<file path="src/rtl/result_bank.sv">
`default_nettype none
// ============================================================================
//  Module      : result_bank
//  Description : Captures MAC-array result columns into a MAX_DIM x MAX_DIM
//                bank, then streams the row_w x col_x product matrix out
//                serially in row-major order over a valid/ready handshake.
//  Revision    : 1.0  initial release
// ============================================================================
module result_bank #(
  parameter int unsigned DW      = 4,
  parameter int unsigned ACC_W   = 10,
  parameter int unsigned MAX_DIM = 3
) (
  input  logic             clk,
  input  logic             clear_res,
  input  logic [1:0]       row_w,
  input  logic [1:0]       col_x,
  input  logic             mac_valid,
  input  logic [ACC_W-1:0] mac_res1,
  input  logic [ACC_W-1:0] mac_res2,
  input  logic [ACC_W-1:0] mac_res3,
  input  logic             out_ready,
  output logic [ACC_W-1:0] out_data,
  output logic             out_valid,
  output logic             out_last,
  output logic             busy,
  output logic             done,
  output logic             ovf_err
);

  localparam int unsigned DEPTH = MAX_DIM * MAX_DIM;

  localparam logic [1:0] S_IDLE    = 2'd0;
  localparam logic [1:0] S_CAPTURE = 2'd1;
  localparam logic [1:0] S_DRAIN   = 2'd2;
  localparam logic [1:0] S_DONE    = 2'd3;

  // A product of two DW-bit operands plus growth for the 3-term sum must fit.
  if (ACC_W < 2 * DW + 2) begin : g_acc_w_check
    $error("result_bank: ACC_W too narrow for DW");
  end

  logic [1:0]       state_q,   state_d;
  logic [1:0]       rows_q,    rows_d;
  logic [1:0]       cols_q,    cols_d;
  logic [1:0]       col_cnt_q, col_cnt_d;
  logic [1:0]       rd_row_q,  rd_row_d;
  logic [1:0]       rd_col_q,  rd_col_d;
  logic [ACC_W-1:0] mem_q [DEPTH];
  logic [ACC_W-1:0] mem_d [DEPTH];
  logic [ACC_W-1:0] out_data_q,  out_data_d;
  logic             out_valid_q, out_valid_d;
  logic             out_last_q,  out_last_d;
  logic             ovf_q,       ovf_d;

  logic             wr_en;
  logic [1:0]       wr_col;
  logic             load_first;
  logic [1:0]       nxt_row;
  logic [1:0]       nxt_col;

  // Row-major flat index into the bank (4-bit, max 8 for legal dimensions).
  function automatic logic [3:0] idx(input logic [1:0] r, input logic [1:0] c);
    return ({2'b00, r} * 4'(MAX_DIM)) + {2'b00, c};
  endfunction

  // Next-state: capture control, drain read pointer and output register.
  always_comb begin
    state_d     = state_q;
    rows_d      = rows_q;
    cols_d      = cols_q;
    col_cnt_d   = col_cnt_q;
    rd_row_d    = rd_row_q;
    rd_col_d    = rd_col_q;
    mem_d       = mem_q;
    out_data_d  = out_data_q;
    out_valid_d = out_valid_q;
    out_last_d  = out_last_q;
    ovf_d       = ovf_q;
    wr_en       = 1'b0;
    wr_col      = col_cnt_q;
    load_first  = 1'b0;
    nxt_row     = rd_row_q;
    nxt_col     = rd_col_q;

    case (state_q)
      S_IDLE: begin
        // A beat with a zero dimension is silently ignored.
        if (mac_valid && (row_w != 2'd0) && (col_x != 2'd0)) begin
          rows_d = row_w;
          cols_d = col_x;
          wr_en  = 1'b1;
          wr_col = 2'd0;
          if (col_x == 2'd1) begin
            state_d    = S_DRAIN;
            load_first = 1'b1;
          end else begin
            col_cnt_d = 2'd1;
            state_d   = S_CAPTURE;
          end
        end
      end
      S_CAPTURE: begin
        if (mac_valid) begin
          wr_en     = 1'b1;
          wr_col    = col_cnt_q;
          col_cnt_d = col_cnt_q + 2'd1;
          if (col_cnt_q == cols_q - 2'd1) begin
            col_cnt_d  = 2'd0;
            state_d    = S_DRAIN;
            load_first = 1'b1;
          end
        end
      end
      S_DRAIN: begin
        if (mac_valid) begin
          ovf_d = 1'b1;
        end
        if (out_valid_q && out_ready) begin
          if (out_last_q) begin
            state_d     = S_DONE;
            out_valid_d = 1'b0;
            out_last_d  = 1'b0;
          end else begin
            if (rd_col_q == cols_q - 2'd1) begin
              nxt_row = rd_row_q + 2'd1;
              nxt_col = 2'd0;
            end else begin
              nxt_col = rd_col_q + 2'd1;
            end
            rd_row_d   = nxt_row;
            rd_col_d   = nxt_col;
            out_data_d = mem_q[idx(nxt_row, nxt_col)];
            out_last_d = (nxt_row == rows_q - 2'd1) && (nxt_col == cols_q - 2'd1);
          end
        end
      end
      default: begin
        if (mac_valid) begin
          ovf_d = 1'b1;
        end
        state_d = S_IDLE;
      end
    endcase

    // All three result rows are written; rows beyond R are simply never read.
    if (wr_en) begin
      mem_d[idx(2'd0, wr_col)] = mac_res1;
      mem_d[idx(2'd1, wr_col)] = mac_res2;
      mem_d[idx(2'd2, wr_col)] = mac_res3;
    end

    // First element reads the post-write bank so a 1-column capture is seen.
    if (load_first) begin
      rd_row_d    = 2'd0;
      rd_col_d    = 2'd0;
      out_valid_d = 1'b1;
      out_data_d  = mem_d[idx(2'd0, 2'd0)];
      out_last_d  = (rows_d == 2'd1) && (cols_d == 2'd1);
    end
  end

  // State and storage registers with synchronous clear.
  always_ff @(posedge clk) begin
    if (clear_res) begin
      state_q     <= S_IDLE;
      rows_q      <= 2'd0;
      cols_q      <= 2'd0;
      col_cnt_q   <= 2'd0;
      rd_row_q    <= 2'd0;
      rd_col_q    <= 2'd0;
      out_data_q  <= '0;
      out_valid_q <= 1'b0;
      out_last_q  <= 1'b0;
      ovf_q       <= 1'b0;
      for (int i = 0; i < int'(DEPTH); i++) begin
        mem_q[i] <= '0;
      end
    end else begin
      state_q     <= state_d;
      rows_q      <= rows_d;
      cols_q      <= cols_d;
      col_cnt_q   <= col_cnt_d;
      rd_row_q    <= rd_row_d;
      rd_col_q    <= rd_col_d;
      out_data_q  <= out_data_d;
      out_valid_q <= out_valid_d;
      out_last_q  <= out_last_d;
      ovf_q       <= ovf_d;
      for (int i = 0; i < int'(DEPTH); i++) begin
        mem_q[i] <= mem_d[i];
      end
    end
  end

  assign out_data  = out_data_q;
  assign out_valid = out_valid_q;
  assign out_last  = out_last_q;
  assign busy      = (state_q == S_CAPTURE) || (state_q == S_DRAIN);
  assign done      = (state_q == S_DONE);
  assign ovf_err   = ovf_q;

endmodule
`default_nettype wire

</file>
<file path="config.mk">
export PLATFORM = sky130hd
export DESIGN_NAME = result_bank
export DESIGN_NICKNAME = d
export VERILOG_FILES = /design/src/rtl/result_bank.sv
export SDC_FILE = /design/constraint.sdc
export NUM_CORES = 1
export LEC_CHECK = 0
export CORE_MARGIN = 5
export CORE_UTILIZATION = 50
export DETAILED_ROUTE_END_ITERATION = 8
export PLACE_DENSITY = 0.78
export SLEW_MARGIN = 5
export SYNTH_ARGS = -nofsm -noshare
export SYNTH_HDL_FRONTEND = slang
export SYNTH_SLANG_ARGS = --single-unit
</file>
<file path="constraint.sdc">
create_clock -name clk -period 12.3 [get_ports clk]
set_clock_uncertainty 0.05 [all_clocks]
set_input_delay 2.46 -clock clk [delete_from_list [all_inputs] [get_ports clk]]
set_output_delay 2.46 -clock clk [all_outputs]
set_load 0.02 [all_outputs]
</file>
==> impl_metrics.json <==
{
  "status": "complete, no violations",
  "vias": 5927,
  "ff2ff_path_depth": 15,
  "hold_viol_final": 0,
  "drt.antenna.violating_nets": 0,
  "drive_gt1_share_pct": 9.115,
  "grt_pass1_vias": 5748,
  "drt_first_pass_iters": 5,
  "r2r-start": "cols_q[1]",
  "yosys.cell_types.count": 58,
  "timing.fmax_mhz": 167.5,
  "diodes": 0,
  "hp-class": "flop to flop",
  "syn-cell-area_um2": 6300,
  "ff2ff_setup_slack_ps": 7390,
  "reg2reg_to": "out_data[3]",
  "portBuffers": 52,
  "fin_nets": 796,
  "area_growth_pct": 16.98,
  "grt_max_degree": 109,
  "cts_buffers": 17,
  "wl_per_cell_um": 20.12,
  "grt_pass1_wl_um": 30190,
  "finalMaxSlewViolations": 0,
  "ys_warn_count": 0,
  "ctsHoldBuffers": 0,
  "dpl.hpwl_um": 12120,
  "syn_avg_cell_area_um2": 8.689,
  "die_w_um": 122.2,
  "row_count": 41,
  "fin_util_pct": 59.12,
  "drc": 0,
  "syn_nets": 776,
  "p_per_area_nw_per_um2": 192.7,
  "async_flop_share_pct": 0,
  "rsz0062_at_grt": "false",
  "drtIter0Drc": 573,
  "ir_worst_vdd_uv": 78.29,
  "tightest_slew_ps": 1321,
  "htreeDepth": 4,
  "yosysSeqAreaShare_pct": 36.54,
  "synth-main-ff-cell": "dfxtp_1",
  "cp_max_fo": 23,
  "yosys-top-cells-area": "dfxtp_1, mux4_2, nand2_1",
  "p_leak_nw": 2.695,
  "cp.arrival_ps": 6240,
  "cts_setup_buffers": 0,
  "worstPathRequired_ps": 12570,
  "routed_wl_um": 18690,
  "grt_overflow": 0,
  "routed_via_density": 6.380,
  "die-area_um2": 14940,
  "ios": 53,
  "root_buffer": "clkbuf_16",
  "clkTransAtPathRegs_ps": 50,
  "track_usage_pct": 25.93,
  "slew_headroom_pct": 11.17,
  "period_share_pct": 48.53,
  "maxCapViolCount": 0,
  "die_h_um": 122.2,
  "endpoint_kind": "flop",
  "synth_edf_count": 0,
  "min_period_ps": 5969,
  "cts.sinks": 115,
  "cts_tree": "built",
  "clockBufferDepth": 2,
  "antenna_found_initial": 0,
  "initial_core_util_pct": 50.54,
  "final.setup.tns_ps": 0,
  "gp_congestion": 0.9075,
  "finalSetupViolCount": 0,
  "postSynthCellCount": 725,
  "hold_path_depth": 2,
  "clk_latency_ps": 420,
  "cts_resized": 0,
  "nFillCells": 1069,
  "synth.ff_latch_count": 115,
  "worstSetupStartpoint": "mac_valid",
  "start_kind": "input port",
  "synth_top_area_share_pct": 36.54,
  "yosysTopAreaCell": "dfxtp_1",
  "coreArea_um2": 12470,
  "crit_type": "input port to flop"
}
layout by cell type (no fill, tap or decap), types with 4 or more instances in the layout:
master / Yosys / routed
mux2i_1: 26 / 26
a311oi_1: 29 / 29
xnor2_1: 8 / 8
clkbuf_8: 1 / 4
a32o_1: 11 / 11
o211ai_1: 12 / 12
nand2_1: 101 / 101
ha_1: 11 / 11
a22oi_1: 20 / 20
nand3_1: 29 / 29
mux4_2: 17 / 17
clkbuf_1: 35 / 6
and3_1: 8 / 8
a211oi_1: 43 / 43
clkdlybuf4s50_1: 0 / 51
a21oi_1: 41 / 41
clkbuf_16: 0 / 17
nor2_1: 93 / 93
inv_1: 15 / 15
o21ai_0: 8 / 8
mux2_2: 9 / 9
dfxtp_1: 115 / 115
nand2b_1: 6 / 6
nor2b_1: 5 / 5
nor3_1: 11 / 11
buf_4: 3 / 9
cells by family (layout without fill, tap and decap cells):
group	Yosys count	in the layout	share of synthesized area [%]
and+or+nand+nor	270	270	18.69
AOI/OAI and AO/OA	187	187	21.93
DFF	115	115	36.54
buffers and inverters	75	107	5.362
muxes	57	57	13.55
adders and majority gates	13	13	2.820
xor gates and xnor gates	8	8	1.112
how the worst max path moves through the flow:
stage,end
3_5_place_dp,flop
6_report,flop
4_1_cts,flop
5_1_grt,flop
2_1_floorplan,out_data[9]
3_3_place_gp,flop
power breakdown:
group | internal, mW | total, mW | switching, mW
registers | 0.432 | 0.475 | 0.0425
clock network | 0.297 | 0.464 | 0.167
logic | 0.188 | 0.481 | 0.293
total | 0.917 | 1.42 | 0.502
per-layer routing:
layer | wire (µm) | part of all wire [%] | track usage [%] | up-vias
met4 | 604 | 3.2 | 12.60 | 0
met3 | 1694 | 9.1 | 5.668 | 52
met2 | 8951 | 48 | 41.77 | 312
met1 | 7436 | 40 | 33.04 | 2846
li1 | - | - | - | 2717
met5 | 0 | 0 | 0 | -
metrics by stage:
step	setup slack, ps	std cells	area (µm²)	hold WS [ps]	power (mW)
after global routing	5976	929	7370	427.5	1.489
final	6331	929	7370	403.4	1.420
after global placement	6042	898	6819	392.4	0.9312
after CTS	6345	929	7370	403.6	1.412
after detailed placement	5923	898	6819	397.3	0.9511
after floorplan	7384	725	6300	383.2	0.8202
critical path, cell delays in order:
cell and delay [ps]:
clkdlybuf4s50_1 680, o221ai_1 280, o21ai_0 570, ha_1 790, and2_1 730, buf_4 400
nor2_1 70, a311oi_1 250
cell usage after synthesis (12+ instances only):
cell type    n
clkbuf_1    35
a22oi_1     20
nand2_1    101
buf_2       16
a311oi_1    29
o211ai_1    12
mux2i_1     26
inv_1       15
nand3_1     29
a211oi_1    43
dfxtp_1    115
a21oi_1     41
mux4_2      17
nor2_1      93
final cells by class:
cell class              instances  area, µm²  share of cell area (%)
multi-input cells             535       3664                   49.71
clock buffers                  27      503.0                   6.825
flip-flops and latches        115       2302                   31.24
clock inverters                 4      47.55                  0.6452
repair buffers                 60      578.1                   7.844
inverters                      16      60.06                  0.8149
well taps                     172      215.2                   2.920
Power figures use the tool's default switching activity.
